File: src/rtl/keypad_time_entry.sv
// keypad_time_entry
//   Front end of the microwave controller. It synchronises and debounces the
//   one-hot 10-key keypad. Each accepted press is shifted, as a BCD digit, into
//   a three-digit cooking-time register (min : sec_tens : sec_ones). It also
//   produces a one-second tick, gated by the magnetron.
//
// Ports
//   clk         in   single rising-edge clock
//   clear       in   asynchronous active-high reset
//   keyboard    in   [9:0] raw one-hot keys (asynchronous to clk)
//   mag_on      in   magnetron active: blocks entry, enables the tick
//   min_d       out  [3:0] BCD minutes digit
//   sec_tens_d  out  [3:0] BCD seconds-tens digit
//   sec_ones_d  out  [3:0] BCD seconds-ones digit
//   loadn       out  active-low one-cycle strobe, digits just changed
//   time_valid  out  sec_tens_d <= 5 and at least one digit non-zero
//   pgt_1Hz     out  one-cycle tick every TICK_DIV cycles while mag_on
module keypad_time_entry #(
    parameter int DEBOUNCE = 4,
    parameter int TICK_DIV = 10
) (
    input  logic       clk,
    input  logic       clear,
    input  logic [9:0] keyboard,
    input  logic       mag_on,
    output logic [3:0] min_d,
    output logic [3:0] sec_tens_d,
    output logic [3:0] sec_ones_d,
    output logic       loadn,
    output logic       time_valid,
    output logic       pgt_1Hz
);

    localparam logic [7:0]  DEB_N     = 8'(DEBOUNCE);
    localparam logic [23:0] TICK_LAST = 24'(TICK_DIV - 1);

    typedef enum logic [1:0] {S_IDLE, S_CHECK, S_HELD, S_RELEASE} state_t;

    logic [9:0]  kb_meta_q, kb_s_q;
    state_t      state_q;
    logic [7:0]  cnt_q;
    logic [9:0]  pat_q;
    logic [3:0]  idx_q;
    logic [3:0]  min_q, tens_q, ones_q;
    logic [3:0]  min_d_d, tens_d, ones_d;
    logic        loadn_q, tv_q, tv_d;
    logic [23:0] tick_cnt_q;
    logic        pgt_q;

    logic        kb_idle, kb_onehot, accept, shift;
    logic [3:0]  kb_idx;
    logic [7:0]  cnt_inc;

    always_comb begin
        kb_idle   = (kb_s_q == 10'd0);
        // A non-zero value with a single bit set clears to zero when ANDed with itself minus one.
        kb_onehot = !kb_idle && ((kb_s_q & (kb_s_q - 10'd1)) == 10'd0);
        kb_idx    = 4'd0;
        for (int i = 0; i < 10; i++) begin
            if (kb_s_q[i]) kb_idx = 4'(i);
        end
        cnt_inc = cnt_q + 8'd1;
        accept  = (state_q == S_CHECK) && (kb_s_q == pat_q) && (cnt_inc == DEB_N);
        // mag_on is sampled on the accept edge itself.
        shift   = accept && !mag_on;
        min_d_d = shift ? tens_q : min_q;
        tens_d  = shift ? ones_q : tens_q;
        ones_d  = shift ? idx_q  : ones_q;
        tv_d    = (tens_d <= 4'd5) && ((min_d_d | tens_d | ones_d) != 4'd0);
    end

    // Two-flop synchroniser for the asynchronous keypad
    always_ff @(posedge clk or posedge clear) begin
        if (clear) begin
            kb_meta_q <= '0;
            kb_s_q    <= '0;
        end else begin
            kb_meta_q <= keyboard;
            kb_s_q    <= kb_meta_q;
        end
    end

    // Debounce FSM: a press and a release each need DEBOUNCE identical samples
    always_ff @(posedge clk or posedge clear) begin
        if (clear) begin
            state_q <= S_IDLE;
            cnt_q   <= '0;
            pat_q   <= '0;
            idx_q   <= '0;
        end else begin
            case (state_q)
                S_IDLE: begin
                    if (kb_onehot) begin
                        pat_q   <= kb_s_q;
                        idx_q   <= kb_idx;
                        cnt_q   <= 8'd1;
                        state_q <= S_CHECK;
                    end
                end
                S_CHECK: begin
                    if (kb_s_q == pat_q) begin
                        cnt_q <= cnt_inc;
                        if (cnt_inc == DEB_N) state_q <= S_HELD;
                    end else begin
                        state_q <= S_IDLE;
                    end
                end
                S_HELD: begin
                    // Any other key pressed while one is held is ignored.
                    if (kb_idle) begin
                        cnt_q   <= 8'd1;
                        state_q <= S_RELEASE;
                    end
                end
                S_RELEASE: begin
                    if (kb_idle) begin
                        cnt_q <= cnt_inc;
                        if (cnt_inc == DEB_N) state_q <= S_IDLE;
                    end else begin
                        state_q <= S_HELD;
                    end
                end
                default: state_q <= S_IDLE;
            endcase
        end
    end

    // Time-entry shift register and its registered status
    always_ff @(posedge clk or posedge clear) begin
        if (clear) begin
            min_q   <= '0;
            tens_q  <= '0;
            ones_q  <= '0;
            loadn_q <= 1'b1;
            tv_q    <= 1'b0;
        end else begin
            min_q   <= min_d_d;
            tens_q  <= tens_d;
            ones_q  <= ones_d;
            loadn_q <= !shift;
            tv_q    <= tv_d;
        end
    end

    // Tick generator: the phase restarts from zero each time mag_on rises
    always_ff @(posedge clk or posedge clear) begin
        if (clear) begin
            tick_cnt_q <= '0;
            pgt_q      <= 1'b0;
        end else if (!mag_on) begin
            tick_cnt_q <= '0;
            pgt_q      <= 1'b0;
        end else if (tick_cnt_q == TICK_LAST) begin
            tick_cnt_q <= '0;
            pgt_q      <= 1'b1;
        end else begin
            tick_cnt_q <= tick_cnt_q + 24'd1;
            pgt_q      <= 1'b0;
        end
    end

    assign min_d      = min_q;
    assign sec_tens_d = tens_q;
    assign sec_ones_d = ones_q;
    assign loadn      = loadn_q;
    assign time_valid = tv_q;
    assign pgt_1Hz    = pgt_q;

endmodule

File: config.mk
export PLATFORM = sky130hd
export DESIGN_NAME = keypad_time_entry
export DESIGN_NICKNAME = d
export VERILOG_FILES = /design/src/rtl/keypad_time_entry.sv
export SDC_FILE = /design/constraint.sdc
export NUM_CORES = 1
export LEC_CHECK = 0
export ABC_CLOCK_PERIOD_IN_PS = 4100
export CAP_MARGIN = 0
export CORE_MARGIN = 1.5
export CORE_UTILIZATION = 58
export CTS_CLUSTER_DIAMETER = 100
export DETAILED_ROUTE_END_ITERATION = 7
export PLACE_DENSITY = 0.77
export SYNTH_ARGS = -nofsm -noshare
export SYNTH_HDL_FRONTEND = slang
export SYNTH_SLANG_ARGS = --single-unit
File: constraint.sdc
create_clock -name clk -period 4.1 [get_ports clk]
set_clock_uncertainty 0.1 [all_clocks]
set_input_delay 0.41 -clock clk [delete_from_list [all_inputs] [get_ports clk]]
set_output_delay 0.41 -clock clk [all_outputs]
set_load 0.05 [all_outputs]
## After elaboration in Yosys (flattened, before gate mapping)

Cells that the tools add are included.

| storage, ports and cells | value |
|---|---|
| register bits | 83 |
| bits of input ports | 13 |
| logic and storage cells | 75 |

| cells by class | value |
|---|---|
| add/subtract/negate cells | 3 |
| magnitude comparators | 1 |
| eq/ne operators | 12 |
| multiplexer cells | 28 |
| bitwise logic cells | 3 |
| reduce and logical (&&, ||, !) cells | 15 |

Operator list:

| kind | count |
|---|---|
| $mux W24 | 2 |
| $mux W4 | 11 |
| $mux W8 | 4 |
| $pmux W8 S4 | 1 |
| $add A24 B1 Y24 const B | 1 |
| $eq A24 B4 Y1 const B | 1 |
| $logic_not A10 Y1 | 2 |
| $mux W2 | 6 |
| $and A10 B10 Y10 | 1 |
| $eq A10 B10 Y1 | 1 |
| $sub A10 B1 Y10 const B | 1 |
| $add A8 B1 Y8 const B | 1 |
| $eq A8 B3 Y1 const B | 1 |
| $or A4 B4 Y4 | 2 |
| $pmux W2 S4 | 1 |
| $reduce_and A4 Y1 | 2 |
| $ne A2 B2 Y1 const B | 3 |
| $logic_and A1 B1 Y1 | 5 |
| $eq A2 B2 Y1 const B | 2 |
| $le A4 B3 Y1 const B | 1 |
| $reduce_bool A4 Y1 | 1 |
| $logic_not A1 Y1 | 3 |
| $mux W1 | 3 |
| $ne A3 B2 Y1 const B | 1 |
| other kinds (5) | 5 |

## Longest topological paths before layout

| depth | value |
|---|---|
| depth after elaboration | 9 |
| depth in mapped cells | 9 |
| gate-level depth less buffers | 7 |

## Worst setup path before layout

OpenSTA, ideal clock, no wires.

| timing path | value |
|---|---|
| kind | register to register |
| from | reg kb_s_q[5] |
| to | reg cnt_q[0] |
| arrival time | 2636 ps |
| required time | 3875 ps |
| slack | 1239 ps |
| stages on the path, launching flop included | 10 |
| path buffers | 3 |
| period minus slack after synthesis | 2861 ps |
| cell sequence | dfrtp_1 -> buf_2 -> or4_4 -> or3_1 -> o2bb2ai_1 -> or4_1 -> buf_2 -> and2_4 -> buf_6 -> mux2_4 |

| between the ends | value |
|---|---|
| word-level cells in the longest chain between the ends | 6 |

Ends and longest elaborated chain:

| element | line | RTL |
|---|---|---|
| from (decl) | 39 | `logic [9:0] kb_meta_q, kb_s_q;` |
| from (signal assigned) | 79 | `kb_s_q <= kb_meta_q;` |
| $sub A10 B1 Y10 | 57 | `kb_onehot = !kb_idle && ((kb_s_q & (kb_s_q - 10'd1)) == 10'd0);` |
| $and A10 B10 Y10 | 57 |  |
| $logic_not A10 Y1 | 57 |  |
| $logic_and A1 B1 Y1 | 57 |  |
| $ne A2 B2 Y1 (no line) | n/a |  |
| $reduce_and A4 Y1 (no line) * | n/a |  |
| to (signal assigned) | 102 | `cnt_q <= cnt_inc;` |
| to (signal assigned) | 117 | `cnt_q <= cnt_inc;` |
| to (decl) | 41 | `logic [7:0] cnt_q;` |

Every way passes the cells marked *; elsewhere a longest branch is shown, timed or not.
A chain may end at the register's enable or synchronous reset.

## Worst setup path in the final report

| timing path | value |
|---|---|
| from | reg kb_s_q[3] |
| to | reg cnt_q[4] |

The elaborated chain is that of the path after synthesis.

==> run_results.csv <==
group,metric,value,unit
floorplanning,dieArea,6850,µm²
power_and_ir_drop,pwr_density_cell,376,nW/µm²
critical_path,worst-path-buf-inv,0,
grt,global_route.usage.total,0.222,
sta,setup_violations,0,
placed_design,place.port_buffers,27,
critical_path,cells_along_the_critical_path,"or4_4 > or3_1 > o2bb2ai_1 > or4_1 > a21oi_1 > mux2_2",
worst_hold_path,min-delay-path-class,"reg2reg",
sta,max_slew_margin,0.355,
power_and_ir_drop,p_int,1.20,mW
floorplanning,io-pin-count,28,
job,cap_violations,0,
critical_path,critical-path-max-stage-delay,0.65,ns
outcome,run_status,"completed",
layout,synthToLayoutAreaGrowth,14.1,%
power_and_ir_drop,pwr-share-clk,0.341,
sta,totalNegativeSetupSlack,0,ns
sta,final.period_utilization,0.734,
logic_synthesis,synth.net_count,362,
clock_tree,clock_tree.buffer_depth,2,
layout,post-route-cell-area,4210,µm²
grt,first_global_vias,2352,
clock_tree,cts_root_buffer,"sky130_fd_sc_hd__clkbuf_8",
sta,final_period_minus_worst_setup_slack,3.01,ns
power_and_ir_drop,p_sw,382,µW
routing,detail_route.vias_per_cell,5.62,
power_and_ir_drop,pwr-share-seq,0.579,
layout,finish.cell_count_without_fillers,455,
floorplanning,core_area,6030,µm²
floorplanning,vertical_extent_of_the_die,82.8,µm
grt,grt_start_max_net_pins,59,
logic_synthesis,syn_area,3690,µm²
logic_synthesis,ys_async_rst_share,1.00,
critical_path,worst_ep_required_time,4.23,ns
routing,routed-via-count,2557,
power_and_ir_drop,peakVddDrop,0.240,mV
clock_tree,clk_pin_slew,0.07,ns
routing,first_pass_drt_iterations,4,
sta,tightestPinTransition,0.966,ns
logic_synthesis,postSynthRegisterBits,83,
placed_design,placed_area,4040,µm²
routing,drt-wirelength-per-cell,14.1,µm
layout,nFillCells,459,
critical_path,timing.critical_path.fanout_max,9,
routing,drt_iter0_drc,163,
sta,maxClockFrequency,333,MHz
logic_synthesis,synth-edff-count,0,
floorplanning,placement_rows,28,
layout,design.final.nets,392,
placed_design,place_hpwl,4.48,mm
logic_synthesis,synth.lib_cells_used.distinct,45,
power_and_ir_drop,swShare,0.242,
logic_synthesis,yosysWarningCount,0,
layout,final_layout_size_suffix_gt1_frac,0.108,
clock_tree,count_of_buffers_added_by_post_cts_timing_repair_for_setup,0,
power_and_ir_drop,p_comb_frac,0.080,
logic_synthesis,synth_flop_cell,"sky130_fd_sc_hd__dfrtp_1",
grt,grt_first_pass_wirelength,11.2,mm
routing,detail-route-antenna-nets,0,
placed_design,placedCellCount,440,
placed_design,gpl.final_weighted_congestion,0.838,
critical_path,crit_arrival,3.14,ns
clock_tree,cts.hold.buffers_added,0,
critical_path,cp_class,"reg2reg",
grt,antenna_found_initial,0,
clock_tree,cts_tree,"built",
logic_synthesis,ys_seq_area_frac,0.563,
routing,remaining_drc_errors,0,
logic_synthesis,post_synth_inst_count,346,
critical_path,cpLargestDelayFamily,"simple AND/OR/NAND/NOR gates",
sta,timing_max_transition_violations_final,0,
routing,routed_wl,6.43,mm
clock_tree,clock_sink_count,83,
floorplanning,fp.dieW,82.8,µm
sta,rsz0062_at_grt,"no",
layout,antenna-diode-count,0,
clock_tree,ctsResizeCount,0,
grt,globalRoute.totalOverflow,0,
logic_synthesis,post_synth.cell_area_avg,10.7,µm²
power_and_ir_drop,p_leak,1.87,nW
floorplanning,initial_core_util,0.613,
clock_tree,htree_levels,3,
critical_path,worst_path_max_delay_cell,"sky130_fd_sc_hd__or4_1",
power_and_ir_drop,design_power_total,1.58,mW
clock_tree,clk-insertion-delay-late,0.35,ns
clock_tree,cts_buffers,9,
critical_path,kind_of_end_point_of_the_critical_path,"flop",
sta,holdWs,0.254,ns
critical_path,critical_path.startpoint_type,"flop",
sta,final_hold_viol_count,0,
## worst register-to-register path, stage by stage, from the launching register on
cell and delay, ns:
sky130_fd_sc_hd__dfrtp_1 0.44, sky130_fd_sc_hd__or4_4 0.60, sky130_fd_sc_hd__or3_1 0.39, sky130_fd_sc_hd__o2bb2ai_1 0.17, sky130_fd_sc_hd__or4_1 0.65, sky130_fd_sc_hd__a21oi_1 0.20, sky130_fd_sc_hd__mux2_2 0.34
## flip-flops by register name (all words and copies together), names as in the netlist
| signal | count |
|---|---|
| tick_cnt_q | 24 |
| kb_meta_q | 10 |
| kb_s_q | 10 |
| pat_q | 10 |
| cnt_q | 8 |
| idx_q | 4 |
| min_d | 4 |
| sec_ones_d | 4 |
| sec_tens_d | 4 |
| state_q | 2 |
| loadn | 1 |
| pgt_1Hz | 1 |
| time_valid | 1 |
## worst paths after layout
kind | from | end | slack [ns] | cells after the start
setup / recovery | kb_s_q[3] | cnt_q[4] | 1.09 | 6
hold / removal | kb_meta_q[4] | kb_s_q[4] | 0.25 | 0
setup reg to reg | kb_s_q[3] | cnt_q[4] | 1.09 | 6
hold reg to reg | kb_meta_q[4] | kb_s_q[4] | 0.25 | 0
max in group asynchronous | clear | pat_q[4] | 2.56 | 3
min in group asynchronous | clear | tick_cnt_q[16] | 0.47 | 2
## kinds of logic after synthesis
logic type,after synthesis,synth area share
muxes,17,0.0522
xor gates and xnor gates,32,0.0759
and+or+nand+nor,158,0.214
AOI/OAI and AO/OA,31,0.0559
buffers and inverters,21,0.0258
DFF,83,0.563
adders and majority gates,4,0.0129
## cells in the mapped netlist, drive strengths merged (6+ instances only)
master	n	area share
o21ai	7	0.0095
buf	6	0.011
xor2	16	0.038
a21oi	8	0.011
xnor2	16	0.038
nand4	7	0.012
or3	6	0.010
nor3	9	0.012
nor4	11	0.019
inv	9	0.0092
mux2	15	0.047
nand3	20	0.027
nor2	33	0.034
clkbuf	6	0.0061
dfrtp	82	0.56
nand2	47	0.048
## power by group through the flow
stage | Combinational (mW) | Sequential [mW] | Clock [mW]
finish | 0.127 | 0.915 | 0.540
global route | 0.147 | 0.923 | 0.594
CTS | 0.130 | 0.916 | 0.555
detailed placement | 0.130 | 0.932 | 0
global placement | 0.125 | 0.929 | 0
floorplan | 0.106 | 0.909 | 0
## per-layer routing
layer / part of all wire / GRT usage / up-vias
met5: 0 / 0 / -
met1: 0.50 / 0.335 / 1236
li1: - / - / 1268
met3: 0.032 / 0.0437 / 10
met2: 0.45 / 0.310 / 43
met4: 0.017 / 0.100 / 0
## stage by stage
step / utilization / setup slack, ns
finish: 0.699 / 1.09
global route: 0.699 / 0.871
CTS: 0.699 / 1.09
detailed placement: 0.670 / 1.09
global placement: 0.670 / 1.16
floorplan: - / 1.24
## cell type report
class / instances / area (µm²) / share of cell area
Sequential cell: 83 / 2080 / 0.494
Clock buffer: 12 / 135 / 0.0321
Tap cell: 75 / 93.8 / 0.0223
Inverter: 9 / 35.0 / 0.00832
Timing Repair Buffer: 31 / 300 / 0.0713
Multi-Input combinational cell: 242 / 1530 / 0.363
Clock inverter: 3 / 40.0 / 0.00951
## cells in the final DEF (no fill, tap or decap), types with 2 or more instances in the layout
master,netlist,layout
sky130_fd_sc_hd__dfrtp_1,82,82
sky130_fd_sc_hd__o31ai_1,2,2
sky130_fd_sc_hd__or4_1,3,3
sky130_fd_sc_hd__nor4_1,11,10
sky130_fd_sc_hd__mux2i_1,2,2
sky130_fd_sc_hd__o21bai_1,2,2
sky130_fd_sc_hd__clkbuf_1,6,3
sky130_fd_sc_hd__nand3_1,20,20
sky130_fd_sc_hd__nand2_1,47,47
sky130_fd_sc_hd__clkbuf_8,0,9
sky130_fd_sc_hd__clkinv_2,0,3
sky130_fd_sc_hd__or4_4,2,2
sky130_fd_sc_hd__and4_1,3,3
sky130_fd_sc_hd__a21oi_1,8,8
sky130_fd_sc_hd__clkdlybuf4s50_1,0,27
sky130_fd_sc_hd__or2_2,2,2
sky130_fd_sc_hd__nor2_1,33,33
sky130_fd_sc_hd__nand3b_1,4,4
sky130_fd_sc_hd__buf_4,1,4
sky130_fd_sc_hd__and3_1,5,5
sky130_fd_sc_hd__nand4_1,7,7
sky130_fd_sc_hd__or3_1,6,6
sky130_fd_sc_hd__xor2_1,16,16
sky130_fd_sc_hd__xnor2_1,16,16
sky130_fd_sc_hd__o211ai_1,5,5
sky130_fd_sc_hd__ha_1,3,3
sky130_fd_sc_hd__inv_1,9,8
sky130_fd_sc_hd__nor4b_1,2,2
sky130_fd_sc_hd__nor3_1,9,9
sky130_fd_sc_hd__mux2_2,14,14
sky130_fd_sc_hd__o21ai_0,6,6
No activity file was read; power rests on OpenSTA's default activity.
